[config.mk]
export PLATFORM = sky130hd
export DESIGN_NAME = write_directory_entry
export DESIGN_NICKNAME = d
export VERILOG_FILES = /design/src/rtl/fat_dir_pkg.sv /design/src/rtl/write_directory_entry.sv
export SDC_FILE = /design/constraint.sdc
export NUM_CORES = 1
export LEC_CHECK = 0
export ABC_AREA = 0
export CORE_UTILIZATION = 45
export CTS_CLUSTER_DIAMETER = 100
export DETAILED_ROUTE_END_ITERATION = 8
export PLACE_DENSITY_LB_ADDON = 0.08
export SLEW_MARGIN = 20
export SYNTH_ARGS = -nofsm -noshare
export SYNTH_HDL_FRONTEND = slang
export SYNTH_SLANG_ARGS = --single-unit
[constraint.sdc]
create_clock -name clk -period 4.13 [get_ports clk]
set_input_delay 0.413 -clock clk [delete_from_list [all_inputs] [get_ports clk]]
set_output_delay 0.413 -clock clk [all_outputs]
set_load 0.01 [all_outputs]
[src/rtl/fat_dir_pkg.sv]
// Shared FAT directory-entry layout used by the entry reader and writer.
// Field offsets, marker values, writer state encoding and the byte formatter.
package fat_dir_pkg;

    localparam int ENTRY_BYTES = 32;
    localparam int NAME_LEN    = 11;
    localparam int OFF_ATTR    = 11;
    localparam int OFF_CLUSTER = 26;
    localparam int OFF_SIZE    = 28;

    localparam logic [7:0] DELETED_MARK = 8'hE5;

    typedef enum logic [1:0] {
        ST_IDLE,
        ST_WRITE,
        ST_DONE
    } state_t;

    // Byte at entry offset idx for a normal (non-deleted) entry.
    function automatic logic [7:0] entry_byte(
        input logic [4:0]  idx,
        input logic [87:0] title,
        input logic [7:0]  attr,
        input logic [15:0] cluster,
        input logic [31:0] size
    );
        int          k;
        logic [87:0] t;
        logic [31:0] s;
        logic [7:0]  b;
        k = int'(idx);
        t = '0;
        s = '0;
        b = 8'h00;
        unique case (1'b1)
            (k < NAME_LEN): begin
                t = title >> (8 * (NAME_LEN - 1 - k));
                b = t[7:0];
            end
            (k == OFF_ATTR):        b = attr;
            (k == OFF_CLUSTER):     b = cluster[7:0];
            (k == OFF_CLUSTER + 1): b = cluster[15:8];
            (k >= OFF_SIZE): begin
                s = size >> (8 * (k - OFF_SIZE));
                b = s[7:0];
            end
            default:                b = 8'h00;
        endcase
        return b;
    endfunction

endpackage

[src/rtl/write_directory_entry.sv]
// Formats one 32-byte FAT directory entry and streams it into the
// directory BRAM one byte per cycle, or stamps the deleted marker.
module write_directory_entry #(
    parameter int         ADDR_W    = 9,
    parameter logic [7:0] ATTR_BYTE = 8'h20
) (
    input  logic              clk,
    input  logic              rst,
    input  logic [ADDR_W-1:0] entry_start_addr,
    input  logic [87:0]       song_title,
    input  logic [15:0]       start_cluster,
    input  logic [31:0]       file_size,
    input  logic              delete_req,
    input  logic              in_valid,
    output logic              in_ready,
    output logic [ADDR_W-1:0] dir_bram_addr,
    output logic [7:0]        dir_bram_data,
    output logic              dir_bram_we,
    output logic              busy,
    output logic              out_valid
);

    import fat_dir_pkg::*;

    state_t            state;
    logic [4:0]        idx;
    logic [4:0]        nxt;
    logic [4:0]        last;
    logic              accept;
    logic [ADDR_W-1:0] lat_start;
    logic [87:0]       lat_title;
    logic [15:0]       lat_cluster;
    logic [31:0]       lat_size;
    logic              lat_del;

    assign accept = in_valid && in_ready;
    assign nxt    = idx + 5'd1;
    assign last   = lat_del ? 5'd0 : 5'(ENTRY_BYTES - 1);

    function automatic logic [7:0] fmt(
        input logic        del,
        input logic [4:0]  k,
        input logic [87:0] title,
        input logic [15:0] cluster,
        input logic [31:0] size
    );
        return del ? DELETED_MARK
                   : entry_byte(k, title, ATTR_BYTE, cluster, size);
    endfunction

    // Outputs are registered, so each write is formatted one edge early.
    always_ff @(posedge clk) begin
        if (rst) begin
            state         <= ST_IDLE;
            idx           <= 5'd0;
            in_ready      <= 1'b1;
            busy          <= 1'b0;
            out_valid     <= 1'b0;
            dir_bram_we   <= 1'b0;
            dir_bram_addr <= '0;
            dir_bram_data <= 8'h00;
            lat_start     <= '0;
            lat_title     <= '0;
            lat_cluster   <= '0;
            lat_size      <= '0;
            lat_del       <= 1'b0;
        end else begin
            unique case (state)
                ST_IDLE: begin
                    if (accept) begin
                        lat_start     <= entry_start_addr;
                        lat_title     <= song_title;
                        lat_cluster   <= start_cluster;
                        lat_size      <= file_size;
                        lat_del       <= delete_req;
                        state         <= ST_WRITE;
                        idx           <= 5'd0;
                        in_ready      <= 1'b0;
                        busy          <= 1'b1;
                        dir_bram_we   <= 1'b1;
                        dir_bram_addr <= entry_start_addr;
                        dir_bram_data <= fmt(delete_req, 5'd0, song_title,
                                             start_cluster, file_size);
                    end
                end
                ST_WRITE: begin
                    if (idx == last) begin
                        state       <= ST_DONE;
                        dir_bram_we <= 1'b0;
                        out_valid   <= 1'b1;
                    end else begin
                        idx           <= nxt;
                        dir_bram_addr <= lat_start + ADDR_W'(nxt);
                        dir_bram_data <= fmt(lat_del, nxt, lat_title,
                                             lat_cluster, lat_size);
                    end
                end
                ST_DONE: begin
                    state     <= ST_IDLE;
                    out_valid <= 1'b0;
                    busy      <= 1'b0;
                    in_ready  <= 1'b1;
                end
                default: state <= ST_IDLE;
            endcase
        end
    end

endmodule

After elaboration in Yosys (flattened, before gate mapping):

Cells that the tools add are included.

* add/subtract/negate cells: 4
* $mul: 0
* div/mod/pow operators: 0
* magnitude comparators: 2
* equality and inequality tests: 9
* shift operators: 2
* mux-type cells: 24
* bitwise logic cells: 0
* reduce and logical (&&, ||, !) cells: 11

Operator list (count)
* 88-bit by 32-bit right shift with 8-bit output: 1
* 8-bit one-hot mux with 5 select lines: 1
* 8-bit 2-to-1 mux: 4
* 32-bit by 32-bit right shift with 8-bit output: 1
* 9-bit 2-to-1 mux: 2
* 9-bit one-hot mux with 2 select lines: 1
* 8-bit one-hot mux with 2 select lines: 1
* 5-bit 2-to-1 mux: 3
* 5-bit by 4-bit equality test with 1-bit output (second input constant): 2
* 5-bit one-hot mux with 2 select lines: 1
* 9-bit by 5-bit adder with 9-bit output: 1
* 1-bit one-hot mux with 2 select lines: 4
* 2-bit AND reduction: 4
* 2-bit inequality test (second input constant): 3
* 3-bit AND reduction: 2
* 2-bit nonzero test: 3
* 4-bit by 5-bit subtractor with 6-bit output (first input constant): 1
* 5-bit by 5-bit subtractor with 6-bit output (second input constant): 1
* 5-bit by 1-bit adder with 5-bit output (second input constant): 1
* 5-bit equality test: 1
* 5-bit equality test (second input constant): 1
* 5-bit >= comparator (second input constant): 1
* 5-bit by 4-bit less-than comparator with 1-bit output (second input constant): 1
* 1-bit 2-to-1 mux: 4
* other kinds (6): 7

* register bits after elaboration: 174
* latch bits: 0
* bits in writable memories: 0
* ROM bits: 0
* input port bits: 149
* output and inout port bits: 21
* logic and storage cells: 65
* memories: 0

Longest topological paths before layout:

Gate-level depths: netlist of the first run.

* word-level depth: 7
* mapped depth: 13
* mapped depth without buffers: 11

Worst setup path before layout of the first run:

No wires, ideal clock.

* kind: reg2reg
* start point: register idx[0]
* end point: register dir_bram_addr[8]
* library setup time: 0.132 ns
* arrival time: 3.541 ns
* required time: 3.998 ns
* path slack: 0.457 ns
* cell stages (with the launch flop): 13
* buffers on the path: 3
* clock period less this slack: 3.673 ns
* path through: dfxtp_1 > buf_4 > clkinv_2 > clkbuf_1 > ha_1 > buf_1 > inv_1 > fa_1 > maj3_1 > maj3_2 > maj3_1 > o31ai_1 > a21oi_1

* longest elaborated chain between the ends: 4
* elaborated cells on any way between the ends: 7
* classes of those cells: add/sub: 2; eq/ne: 2; mux: 2; reduce/logical: 1

Ends and longest elaborated chain
* start, declared: RTL line write_directory_entry.sv:26 `logic [4:0] idx;`
* start signal, assigned: RTL line write_directory_entry.sv:92 `idx <= nxt;`
* 5-bit by 1-bit adder with 5-bit output: RTL line write_directory_entry.sv:37 `assign nxt = idx + 5'd1;`
* 9-bit by 5-bit adder with 9-bit output: RTL line write_directory_entry.sv:93 `dir_bram_addr <= lat_start + ADDR_W'(nxt);`
* 9-bit 2-to-1 mux: RTL line write_directory_entry.sv:87 `if (idx == last) begin`
* 9-bit one-hot mux with 2 select lines: RTL line write_directory_entry.sv:68 `unique case (state)`
* end signal, assigned: RTL line write_directory_entry.sv:81 `dir_bram_addr <= entry_start_addr;`
* end signal, assigned: RTL line write_directory_entry.sv:93
* end, declared: RTL line write_directory_entry.sv:16 `output logic [ADDR_W-1:0] dir_bram_addr,`

Parallel ways exist; a longest one is shown, timed or not. The select of a mux whose other input is x is not followed.
A chain may end at the register's enable or synchronous reset.

Worst setup path in the final report of the first run:

* start point: register idx[0]
* end point: register dir_bram_data[4]

* longest elaborated chain between the ends: 7
* elaborated cells on any way between the ends: 17
* classes of those cells: add/sub: 3; order compare: 2; eq/ne: 5; shift: 2; mux: 4; reduce/logical: 1

Ends and longest elaborated chain
* 5-bit by 1-bit adder with 5-bit output: RTL line write_directory_entry.sv:37
* 4-bit by 5-bit subtractor with 6-bit output or 5-bit by 5-bit subtractor with 6-bit output (tied branches): RTL line fat_dir_pkg.sv:37, fat_dir_pkg.sv:44
* 88-bit by 32-bit right shift with 8-bit output or 32-bit by 32-bit right shift with 8-bit output (tied branches): RTL line fat_dir_pkg.sv:37, fat_dir_pkg.sv:44
* 8-bit one-hot mux with 5 select lines: RTL line fat_dir_pkg.sv:35 `unique case (1'b1)`
* 8-bit 2-to-1 mux: RTL line write_directory_entry.sv:47 `return del ? DELETED_MARK`
* 8-bit 2-to-1 mux: RTL line write_directory_entry.sv:87
* 8-bit one-hot mux with 2 select lines: RTL line write_directory_entry.sv:68
* end signal, assigned: RTL line write_directory_entry.sv:82 `dir_bram_data <= fmt(delete_req, 5'd0, song_title,`
* end signal, assigned: RTL line write_directory_entry.sv:94 `dir_bram_data <= fmt(lat_del, nxt, lat_title,`
* end, declared: RTL line write_directory_entry.sv:17 `output logic [7:0] dir_bram_data,`

Parallel ways exist; a longest one is shown, timed or not. The select of a mux whose other input is x is not followed.

==> impl_table.tex, run 1 <==
\begin{tabular}{lr}
\hline
Metric & Value \\
\hline
\multicolumn{2}{l}{\textbf{Layout}} \\
Most common library cell in the layout ignoring fill and taps & sky130\_fd\_sc\_hd\_\_nand2\_1 \\
Post-layout utilization of the core & 59.5\% \\
Commonest cells after routing, fill and taps aside & sky130\_fd\_sc\_hd\_\_nand2\_1, sky130\_fd\_sc\_hd\_\_dfxtp\_1, sky130\_fd\_sc\_hd\_\_clkdlybuf4s50\_1 \\
Antenna diode count & 0 \\
Count of nets after finishing & 1268 \\
Area overhead of the layout relative to synthesis & 28.5\% \\
Share of final-layout standard cells stronger than drive strength 1 & approximately 8.4\% \\
Number of inserted filler cells in the final layout & roughly 1700 \\
\multicolumn{2}{l}{\textbf{Floorplan}} \\
Die Outline Area & 18500 µm² \\
Chip height & roughly 140 µm \\
Die width & $\sim$140 µm \\
Number of I/O pins & 170 \\
Starting density of the core & 46.3\% \\
Area of the core & between 15000 and 20000 µm² \\
Cell row count & 48 \\
\multicolumn{2}{l}{\textbf{Power}} \\
Peak VDD IR & $\sim$320 µV \\
Leakage & approximately 3.7 nW \\
Design Power & 4.16 mW \\
Power per unit of standard cell area & around 400 nW/µm² \\
\multicolumn{2}{l}{\textbf{STA}} \\
Aggregate negative setup slack & 0 ps \\
Hold Vio Cnt, Final & 0 \\
Max-slew headroom at the worst pin & around 30\% \\
Final clock period utilization by the worst path & 79.4\% \\
Peak clock frequency supported by timing & just over 300 MHz \\
Worst clock skew on the final layout & approximately 9 ps \\
Setup violations, final & 0 \\
Final critical delay including setup and external delays & between 3000 and 4000 ps \\
Worst Hold Slack & between 400 and 500 ps \\
Final count of pins violating max slew & 0 \\
RSZ-0062 raised after global routing & false \\
Slew of the pin with the lowest slew margin & 1040 ps \\
\multicolumn{2}{l}{\textbf{Min path}} \\
Hold Crit Start & lat\_title[22] \\
Worst Hold Endpoint & lat\_title[22] \\
Worst Hold Path Cells & 2 \\
Class of the tightest hold or removal check & reg2reg \\
\multicolumn{2}{l}{\textbf{Worst setup path}} \\
Crit path cell chain & buf\_4 -> ha\_1 -> and3\_2 -> xor2\_1 -> buf\_4 -> ha\_1 -> nand2\_1 -> a2111oi\_4 -> and3\_1 -> a221oi\_1 -> o22ai\_1 -> a22o\_1 \\
Peak per-stage delay on the critical path & between 500 and 600 ps \\
Number of buffers and inverters on the critical path & 2 \\
Maximum fanout count along the critical path & 21 \\
Required time of the critical path & $\sim$4500 ps \\
Arrival time at the worst endpoint & between 3000 and 4000 ps \\
Launch point of the worst reg-to-reg path & idx[0] \\
Endpoint of the most critical register-to-register path & dir\_bram\_data[4] \\
Minimum setup slack among reg-to-reg paths & 850 ps \\
Startpoint kind of the worst setup timing path & flop \\
WS Path Type & reg2reg \\
Launching instance or port of the critical path & idx[0] \\
Number of cells traversed by the worst register-to-register path & 12 \\
Slowest cell on the critical path & sky130\_fd\_sc\_hd\_\_a2111oi\_4 \\
Critical path endpoint category & flop \\
Top delay family on crit path & compound AO/OA/AOI/OAI gates \\
\multicolumn{2}{l}{\textbf{Drt}} \\
Via total after detailed routing & between 7000 and 8000 \\
Residual DRC & 0 \\
Count of routing violations after the opening detailed-route iteration & roughly 470 \\
Overall routed net length & 22000 µm \\
DR WL/cell & roughly 16 µm \\
Iteration count of the initial detailed-routing pass & 5 \\
Antenna viol nets, final & 0 \\
Vias per std cell & roughly 5.4 \\
\multicolumn{2}{l}{\textbf{Clock tree}} \\
Clock sink total & around 170 \\
Post-cts gate resize count & 0 \\
Clock tree from TritonCTS & done \\
Source-to-sink clock delay at the later pin of the worst-skew pair & around 430 ps \\
Worst-path clk slew & 60 ps \\
Hold buffer count at CTS & 0 \\
Buffers from clock root to sink, at most & 2 \\
Post-CTS setup repair buffer count & 0 \\
H-tree levels & 4 \\
Master cell of the clock root buffer & sky130\_fd\_sc\_hd\_\_clkbuf\_16 \\
Cts bufs inserted & 17 \\
\multicolumn{2}{l}{\textbf{Synth}} \\
Flops \& latches, synth & between 150 and 200 \\
Post-synthesis area per instance & just over 8 µm² \\
Distinct cells, synth & 72 \\
Share of synthesized registers carrying an async set or reset & 0\% \\
Most used flip-flop cell after synthesis & sky130\_fd\_sc\_hd\_\_dfxtp\_1 \\
Post-Syn Nets & about 1100 \\
Synthesized area & a little over 8000 µm² \\
Share of synthesized area occupied by flip-flops and latches & between 40\% and 50\% \\
Number of warnings issued by yosys & 0 \\
Number of flops mapped to enable cells by yosys & 0 \\
Gate Count Post-Synth & a little under 1000 \\
\multicolumn{2}{l}{\textbf{Flow run}} \\
Max-Cap Viols & 0 \\
\multicolumn{2}{l}{\textbf{Global route}} \\
Antenna violations before repair & 0 \\
Gr ovfl total & 0 \\
GRT Overall Usage & $\sim$24\% \\
Global-route wire length before repair & between 30000 and 40000 µm \\
Pin count of the biggest net entering global routing & a little over 90 \\
Number of global-route vias before repair & around 6700 \\
\multicolumn{2}{l}{\textbf{Place}} \\
IO Port Bufs & $\sim$170 \\
GP Congestion & around 0.90 \\
HPWL reported at the end of detailed placement & roughly 15000 µm \\
\multicolumn{2}{l}{\textbf{Outcome}} \\
Status & completed \\
\hline
\end{tabular}
## worst min-delay path: stages, from the launching register on
cell                      delay (ps)
sky130_fd_sc_hd__dfxtp_1         310
sky130_fd_sc_hd__nand2_1          50
sky130_fd_sc_hd__a21oi_1          50
## through the flow
stage,instances,cell area [µm²],setup slack [ps]
2_1_floorplan,987,8060,457
3_3_place_gp,1316,9800,992
3_5_place_dp,1316,9800,929
4_1_cts,1347,10400,906
5_1_grt,1347,10400,595
6_report,1347,10400,849
## where the power goes
group	switching, mW	total (mW)	leakage [nW]	internal [mW]
combinational	0.403	0.775	2.06	0.373
clock	0.677	1.50	0.261	0.819
sequential	0.0863	1.89	1.43	1.81
## worst max path at each step
stage / cells past startpoint / to / slack (ps)
after detailed placement: 12 / dir_bram_data[3] / 930
after global routing: 12 / dir_bram_data[4] / 600
after floorplan: 12 / dir_bram_addr[8] / 460
after global placement: 10 / dir_bram_addr[8] / 990
after CTS: 12 / dir_bram_data[3] / 910
final: 12 / dir_bram_data[4] / 850
## synthesized netlist by cell type, types with 7 or more instances
cell type,number,area (µm²)
sky130_fd_sc_hd__ha_1,8,100
sky130_fd_sc_hd__buf_2,13,65.1
sky130_fd_sc_hd__a221oi_1,8,70.1
sky130_fd_sc_hd__o21ai_0,16,80.1
sky130_fd_sc_hd__nand3_1,21,105
sky130_fd_sc_hd__dfxtp_1,174,3480
sky130_fd_sc_hd__nor2_1,32,120
sky130_fd_sc_hd__xnor2_1,7,61.3
sky130_fd_sc_hd__inv_1,7,26.3
sky130_fd_sc_hd__clkbuf_1,57,214
sky130_fd_sc_hd__nand2_1,324,1220
sky130_fd_sc_hd__and3_1,9,56.3
sky130_fd_sc_hd__mux2i_1,16,160
sky130_fd_sc_hd__mux4_2,24,541
sky130_fd_sc_hd__a21oi_1,164,821
## layout make-up
| type | instances | area, µm² | area share [%] |
|---|---|---|---|
| Sequential cell | 174 | 3480 | 33.6 |
| Clock buffer | 20 | 467 | 4.51 |
| Tap cell | 225 | 282 | 2.72 |
| Timing Repair Buffer | 181 | 1780 | 17.2 |
| Inverter | 9 | 37.5 | 0.362 |
| Multi-Input combinational cell | 727 | 4230 | 40.8 |
| Clock inverter | 11 | 83.8 | 0.809 |
## sequential cells by signal, indices dropped and copies added, names as in the netlist
name,count
dir_bram_addr,9
busy,1
lat_start,9
lat_del,1
lat_cluster,16
out_valid,1
idx,5
dir_bram_we,1
in_ready,1
state,2
lat_size,32
lat_title,88
dir_bram_data,8
## cells by family after synthesis
logic type	synth area share (%)
and+or+nand+nor	21.1
AOI/OAI and AO/OA	18.6
DFF	43.2
buffers and inverters	4.48
muxes	8.83
adders and majority gates	2.13
xor gates and xnor gates	1.71
## per-layer routing
metal  vias up  wire length (µm)  share of wire, %  GRT usage (%)
met3        26              1230               5.6           5.03
met2       193              9870                45           37.1
met4         0               378               1.7           7.72
met5         -                 0                 0              0
li1       3631                 -                 -              -
met1      3410             10500                48           34.3
Note: power is estimated with default switching activity, not from simulation.
==> run 2, diff against run 1 <==
==> constraint.sdc (replaced) <==
create_clock -name clk -period 3.4 [get_ports clk]
set_input_delay 0.34 -clock clk [delete_from_list [all_inputs] [get_ports clk]]
set_output_delay 0.34 -clock clk [all_outputs]
set_load 0.01 [all_outputs]
==> run 2 against run 1 <==
Compared with the run above:
- sequential share of layout area fell by 0.25 points
- register-to-register slack lost 520 ps
- critical path type unchanged
- final area rose by 0.75%
- die area stayed put
- count of clock-buffer cells in the layout is the same
- power increased by 25%
- hold slack worse by 10 ps
- highest routed layer unchanged
- global-route usage up 0.13 points
- routed wire length shrank 1.2%
- non-clock buffer count up 1
- critical path depth is 3 lower
==> impl_table.tex, run 2 (same netlist as run 1, synthesis figures left out) <==
\begin{tabular}{lr}
\hline
Metric & Value \\
\hline
\multicolumn{2}{l}{\textbf{Clock tree}} \\
Clock tree from TritonCTS & done \\
Clock sink total & 174 (unchanged) \\
Worst-path clk slew & 70 ps (about the same) \\
Buffers from clock root to sink, at most & 2 (unchanged) \\
Post-cts gate resize count & 0 (unchanged) \\
Cts bufs inserted & 17 (unchanged) \\
Source-to-sink clock delay at the later pin of the worst-skew pair & 430 ps (about the same) \\
Hold buffer count at CTS & 0 (unchanged) \\
Master cell of the clock root buffer & sky130\_fd\_sc\_hd\_\_clkbuf\_16 \\
H-tree levels & 4 (unchanged) \\
Post-CTS setup repair buffer count & 0 (unchanged) \\
\multicolumn{2}{l}{\textbf{Global route}} \\
Antenna violations before repair & 0 (unchanged) \\
GRT Overall Usage & 24.5\% (+0.13 points) \\
Gr ovfl total & 0 (unchanged) \\
Pin count of the biggest net entering global routing & 153 (+68\%) \\
Number of global-route vias before repair & 6701 (-0.49\%) \\
Global-route wire length before repair & 34800 µm (+0.52\%) \\
\multicolumn{2}{l}{\textbf{Flow run}} \\
Max-Cap Viols & 0 (unchanged) \\
\multicolumn{2}{l}{\textbf{Drt}} \\
Vias per std cell & 5.40 (+0.25\%) \\
Antenna viol nets, final & 0 (unchanged) \\
Iteration count of the initial detailed-routing pass & 6 (+1) \\
Residual DRC & 0 (unchanged) \\
Overall routed net length & 21800 µm (-1.2\%) \\
Via total after detailed routing & 7289 (+0.40\%) \\
DR WL/cell & 16.1 µm (-1.3\%) \\
Count of routing violations after the opening detailed-route iteration & 509 (+7.8\%) \\
\multicolumn{2}{l}{\textbf{STA}} \\
Worst clock skew on the final layout & 8.00 ps (-0.839 ps) \\
RSZ-0062 raised after global routing & false \\
Final critical delay including setup and external delays & 3070 ps (-208 ps) \\
Aggregate negative setup slack & 0 ps (unchanged) \\
Final setup margin & 327 ps (-522 ps) \\
Max-slew headroom at the worst pin & 52.2\% (+22 points) \\
Hold Vio Cnt, Final & 0 (unchanged) \\
Peak clock frequency supported by timing & 325 MHz (+6.8\%) \\
Final clock period utilization by the worst path & 90.4\% (+11 points) \\
Setup violations, final & 0 (unchanged) \\
Slew of the pin with the lowest slew margin & 717 ps (-323 ps) \\
Final count of pins violating max slew & 0 (unchanged) \\
\multicolumn{2}{l}{\textbf{Floorplan}} \\
Die Outline Area & 18500 µm² (unchanged) \\
Area of the core & 17400 µm² (unchanged) \\
Starting density of the core & 46.3\% (unchanged) \\
Die width & 136 µm (unchanged) \\
Cell row count & 48 (unchanged) \\
Number of I/O pins & 170 (unchanged) \\
Chip height & 136 µm (unchanged) \\
\multicolumn{2}{l}{\textbf{Power}} \\
Power per unit of standard cell area & 497 nW/µm² (+24\%) \\
Leakage & 3.79 nW (+1.2\%) \\
Peak VDD IR & 347 µV (+8.1\%) \\
\multicolumn{2}{l}{\textbf{Min path}} \\
Class of the tightest hold or removal check & in2reg \\
\multicolumn{2}{l}{\textbf{Outcome}} \\
Status & completed \\
\multicolumn{2}{l}{\textbf{Layout}} \\
Area overhead of the layout relative to synthesis & 29.4\% \\
Final instance count without filler cells & 1349 (+0.15\%) \\
Antenna diode count & 0 (unchanged) \\
Register name with the most flops & lat\_title \\
Share of final-layout standard cells stronger than drive strength 1 & 8.27\% (-0.10 points) \\
Count of nets after finishing & 1269 (+0.079\%) \\
Most common library cell in the layout ignoring fill and taps & sky130\_fd\_sc\_hd\_\_nand2\_1 \\
Number of flip-flops in the largest register & 88 (unchanged) \\
Commonest cells after routing, fill and taps aside & sky130\_fd\_sc\_hd\_\_nand2\_1, sky130\_fd\_sc\_hd\_\_dfxtp\_1, sky130\_fd\_sc\_hd\_\_clkdlybuf4s50\_1 \\
Registers with the most flip-flops & lat\_title (88), lat\_size (32), lat\_cluster (16) \\
Post-layout utilization of the core & 59.9\% (+0.45 points) \\
\multicolumn{2}{l}{\textbf{Place}} \\
Post-place setup slack & 325 ps (-604 ps) \\
Cell count after placement & 1317 (+0.076\%) \\
IO Port Bufs & 169 (unchanged) \\
GP Congestion & 0.854 (-4.7\%) \\
HPWL reported at the end of detailed placement & 14800 µm (-2.5\%) \\
\multicolumn{2}{l}{\textbf{Worst setup path}} \\
Slowest cell on the critical path & sky130\_fd\_sc\_hd\_\_fa\_1 \\
Worst path most repeated cell & sky130\_fd\_sc\_hd\_\_maj3\_1 \\
Critical path endpoint category & flop \\
Crit path cell chain & clkinv\_4 -> ha\_1 -> inv\_1 -> fa\_1 -> maj3\_1 -> maj3\_2 -> maj3\_1 -> o31ai\_1 -> a21oi\_1 \\
Required time of the critical path & 3680 ps (-820 ps) \\
Number of buffers and inverters on the critical path & 2 (unchanged) \\
Startpoint kind of the worst setup timing path & flop \\
Peak per-stage delay on the critical path & 430 ps (-80 ps) \\
Top delay family on crit path & adder cells \\
Arrival time at the worst endpoint & 3350 ps (-300 ps) \\
WS Path Type & reg2reg \\
Maximum fanout count along the critical path & 20 (-4.8\%) \\
Minimum setup slack among reg-to-reg paths & 330 ps (-520 ps) \\
\hline
\end{tabular}
-- run 2: changes by cell type in the layout (fill, tap and decap cells not counted), moves of 2 or more --
| cell | change |
|---|---|
| sky130_fd_sc_hd__buf_12 | +3 |
| sky130_fd_sc_hd__buf_4 | -2 |
| sky130_fd_sc_hd__bufinv_16 | +2 |
| sky130_fd_sc_hd__clkbuf_1 | +2 |
| sky130_fd_sc_hd__clkbuf_8 | -2 |
| sky130_fd_sc_hd__clkinv_4 | +3 |
| sky130_fd_sc_hd__clkinvlp_4 | -3 |
| sky130_fd_sc_hd__inv_6 | -2 |
-- run 2: path summary, 6_finish.rpt --
kind / start / end / cells after the start
setup / recovery: idx[0] / dir_bram_addr[8] / 9
hold / removal: rst / state[0] / 2
setup reg to reg: idx[0] / dir_bram_addr[8] / 9
hold reg to reg: lat_title[30] / lat_title[30] / 2
-- run 2: power by group --
| part | internal [mW] | total (mW) | switching, mW |
|---|---|---|---|
| Combinational | 0.463 | 0.954 | 0.491 |
| Sequential | 2.20 | 2.29 | 0.0985 |
| Clock | 1.11 | 1.94 | 0.828 |
| Total | 3.77 | 5.19 | 1.42 |
-- run 2: metrics by stage --
stage / total power [mW] / instance area, µm² / hold WS [ps]
global placement: 3.29 / 9850 / 439
finish: 5.19 / 10400 / 441
CTS: 5.23 / 10400 / 436
floorplan: 2.88 / 8070 / 433
detailed placement: 3.30 / 9850 / 446
global route: 5.43 / 10400 / 449
-- run 2: layout make-up --
cell class | count | area (µm²)
Timing Repair Buffer | 182 | 1820
Clock inverter | 12 | 138
Fill cell | 1614 | 6980
Inverter | 9 | 41.3
Multi-Input combinational cell | 727 | 4220
Sequential cell | 174 | 3480
Clock buffer | 20 | 447
Tap cell | 225 | 282
-- run 2: routing by layer --
layer / part of all wire [%] / global-route usage (%) / wire length (µm)
met1: 47 / 34.7 / 10300
met2: 45 / 37.2 / 9780
met3: 6.4 / 5.33 / 1400
met4: 1.5 / 7.22 / 318
met5: 0 / 0 / 0
==> run 3, diff against run 2 <==
--- a/config.mk
+++ b/config.mk
@@ -6,6 +6,7 @@
 export NUM_CORES = 1
 export LEC_CHECK = 0
 export ABC_AREA = 0
+export CORE_MARGIN = 5
 export CORE_UTILIZATION = 45
 export CTS_CLUSTER_DIAMETER = 100
 export DETAILED_ROUTE_END_ITERATION = 8
==> run 3 against run 2 <==
Compared with the run above:
- sequential cell count did not move
- hold slack got worse by 6.7 ps
- final area fell by 0.23%
- critical path depth did not move
- setup slack improved by 49 ps
- routed wire length rose by 3.0%
- highest routed layer unchanged
- sequential share of layout area rose by 0.088 points
- core utilization fell by 1.4 points
- largest power group unchanged
- non-clock buffer count fell by 1
- maximum frequency rose by 1.6%
- power fell by 1.2%
- largest cell class unchanged
==> impl_table.tex, run 3 (same netlist as run 1, synthesis figures left out) <==
\begin{tabular}{lr}
\hline
Metric & Value \\
\hline
\multicolumn{2}{l}{\textbf{Place}} \\
Post-placement cell area & 9840 µm² (-0.14\%) \\
IO Port Bufs & 169 (unchanged) \\
HPWL reported at the end of detailed placement & 15300 µm (+3.4\%) \\
GP Congestion & 0.832 (-2.5\%) \\
\multicolumn{2}{l}{\textbf{Layout}} \\
Most common library cell in the layout ignoring fill and taps & sky130\_fd\_sc\_hd\_\_nand2\_1 \\
Count of nets after finishing & 1268 (-0.079\%) \\
Number of flip-flops in the largest register & 88 (unchanged) \\
Commonest cells after routing, fill and taps aside & sky130\_fd\_sc\_hd\_\_nand2\_1, sky130\_fd\_sc\_hd\_\_dfxtp\_1, sky130\_fd\_sc\_hd\_\_clkdlybuf4s50\_1 \\
Area of all placed cells without fillers & 10400 µm² (-0.23\%) \\
Post-layout utilization of the core & 58.6\% (-1.4 points) \\
Register name with the most flops & lat\_title \\
Area overhead of the layout relative to synthesis & 29.1\% \\
Registers with the most flip-flops & lat\_title (88), lat\_size (32), lat\_cluster (16) \\
Antenna diode count & 0 (unchanged) \\
Share of final-layout standard cells stronger than drive strength 1 & 8.38\% (+0.10 points) \\
\multicolumn{2}{l}{\textbf{Min path}} \\
Worst Hold Path Cells & 2 (unchanged) \\
Hold Crit Start & rst \\
Worst Hold Endpoint & idx[2] \\
Class of the tightest hold or removal check & in2reg \\
\multicolumn{2}{l}{\textbf{STA}} \\
Final clock period utilization by the worst path & 88.9\% (-1.5 points) \\
Final count of pins violating max slew & 0 (unchanged) \\
Worst clock skew on the final layout & 6.18 ps (-1.82 ps) \\
RSZ-0062 raised after global routing & false \\
Slew of the pin with the lowest slew margin & 996 ps (+279 ps) \\
Worst Hold Slack & 435 ps (-6.68 ps) \\
Hold Vio Cnt, Final & 0 (unchanged) \\
Final critical delay including setup and external delays & 3020 ps (-49.4 ps) \\
Aggregate negative setup slack & 0 ps (unchanged) \\
Setup violations, final & 0 (unchanged) \\
Peak clock frequency supported by timing & 331 MHz (+1.6\%) \\
Max-slew headroom at the worst pin & 33.6\% (-19 points) \\
\multicolumn{2}{l}{\textbf{Worst setup path}} \\
Number of buffers and inverters on the critical path & 2 (unchanged) \\
Slowest cell on the critical path & sky130\_fd\_sc\_hd\_\_fa\_1 \\
Number of cells traversed by the worst register-to-register path & 9 (unchanged) \\
Arrival time at the worst endpoint & 3300 ps (-50 ps) \\
Required time of the critical path & 3680 ps (about the same) \\
Peak per-stage delay on the critical path & 440 ps (about the same) \\
Launch point of the worst reg-to-reg path & idx[0] \\
Worst path most repeated cell & sky130\_fd\_sc\_hd\_\_maj3\_1 \\
Minimum setup slack among reg-to-reg paths & 380 ps (+50 ps) \\
Top delay family on crit path & adder cells \\
Startpoint kind of the worst setup timing path & flop \\
Endpoint of the most critical register-to-register path & dir\_bram\_addr[8] \\
Critical path endpoint category & flop \\
Maximum fanout count along the critical path & 20 (unchanged) \\
WS Path Type & reg2reg \\
Crit path cell chain & clkinv\_4 -> ha\_1 -> inv\_1 -> fa\_1 -> maj3\_1 -> maj3\_2 -> maj3\_1 -> o31ai\_1 -> a21oi\_1 \\
\multicolumn{2}{l}{\textbf{Clock tree}} \\
Source-to-sink clock delay at the later pin of the worst-skew pair & 430 ps (about the same) \\
Post-cts gate resize count & 0 (unchanged) \\
Worst-path clk slew & 70 ps (about the same) \\
Clock sink total & 174 (unchanged) \\
H-tree levels & 4 (unchanged) \\
Buffers from clock root to sink, at most & 2 (unchanged) \\
Cts bufs inserted & 17 (unchanged) \\
Master cell of the clock root buffer & sky130\_fd\_sc\_hd\_\_clkbuf\_16 \\
Clock tree from TritonCTS & done \\
Hold buffer count at CTS & 0 (unchanged) \\
Post-CTS setup repair buffer count & 0 (unchanged) \\
\multicolumn{2}{l}{\textbf{Power}} \\
Power per unit of standard cell area & 492 nW/µm² (-0.95\%) \\
Cell-internal power & 3.69 mW (-1.9\%) \\
Portion of total power attributed to sequential cells & 44.8\% (+0.6 points) \\
Clock network fraction of design power & 36.7\% (-0.7 points) \\
Proportion of total power due to net switching & 27.9\% (+0.57 points) \\
Combinational share of power & 18.6\% (+0.2 points) \\
Design Power & 5.12 mW (-1.2\%) \\
Peak VDD IR & 358 µV (+3.3\%) \\
Net load switching power & 1.43 mW (+0.88\%) \\
Leakage & 3.77 nW (-0.53\%) \\
\multicolumn{2}{l}{\textbf{Drt}} \\
Overall routed net length & 22400 µm (+3.0\%) \\
Count of routing violations after the opening detailed-route iteration & 453 (-11\%) \\
Iteration count of the initial detailed-routing pass & 4 (-2) \\
DR WL/cell & 16.6 µm (+2.8\%) \\
Residual DRC & 0 (unchanged) \\
Via total after detailed routing & 7190 (-1.4\%) \\
Vias per std cell & 5.32 (-1.5\%) \\
Antenna viol nets, final & 0 (unchanged) \\
\multicolumn{2}{l}{\textbf{Floorplan}} \\
Cell row count & 49 (+2.1\%) \\
Area of the core & 17800 µm² (+2.1\%) \\
Chip height & 144 µm (+5.9\%) \\
Starting density of the core & 45.4\% (-0.94 points) \\
Number of I/O pins & 170 (unchanged) \\
Die width & 144 µm (+5.9\%) \\
Die Outline Area & 20700 µm² (+12\%) \\
\multicolumn{2}{l}{\textbf{Global route}} \\
Antenna violations before repair & 0 (unchanged) \\
Global-route wire length before repair & 34600 µm (-0.75\%) \\
GRT Overall Usage & 21.2\% (-3.3 points) \\
Pin count of the biggest net entering global routing & 153 (unchanged) \\
Gr ovfl total & 0 (unchanged) \\
Number of global-route vias before repair & 6695 (-0.090\%) \\
\multicolumn{2}{l}{\textbf{Flow run}} \\
Max-Cap Viols & 0 (unchanged) \\
\multicolumn{2}{l}{\textbf{Outcome}} \\
Status & completed \\
\hline
\end{tabular}
## run 3: routing by layer
layer	global-route usage, %	up-vias	wire length, µm
li1	-	3638	-
met1	29.7	3325	10400
met2	33.2	209	10200
met3	4.86	18	1610
met4	5.05	0	236
met5	0	-	0
## run 3: layout make-up
| cell class | count | area, µm² |
|---|---|---|
| flip-flops and latches | 174 | 3480 |
| inverters | 9 | 41.3 |
| fillers | 1695 | 7370 |
| clock inverters | 13 | 135 |
| well taps | 229 | 287 |
| multi-input cells | 727 | 4220 |
| clock buffers | 18 | 439 |
| repair buffers | 181 | 1800 |
## run 3: power by group through the flow
stage	registers, mW	logic (mW)	clock network [mW]
2_1_floorplan	2.32	0.558	0
3_3_place_gp	2.34	0.949	0
3_5_place_dp	2.34	0.955	0
4_1_cts	2.29	0.960	1.92
5_1_grt	2.31	1.05	2.01
6_report	2.29	0.952	1.88
## run 3: worst max-delay path by stage
stage                     depth (start not counted)    from                to  slack (ps)
after floorplan                                  12  idx[0]  dir_bram_addr[8]          40
after global placement                            9  idx[0]  dir_bram_addr[8]         410
after detailed placement                          9  idx[0]  dir_bram_addr[8]         360
after CTS                                         9  idx[0]  dir_bram_addr[8]         350
after global routing                             10  idx[0]  dir_bram_addr[7]         190
final                                             9  idx[0]  dir_bram_addr[8]         380
## run 3: through the flow
step	std cells	setup WS, ps
global route	1351	189
CTS	1351	351
detailed placement	1320	356
global placement	1320	406
finish	1351	377
floorplan	987	39.5
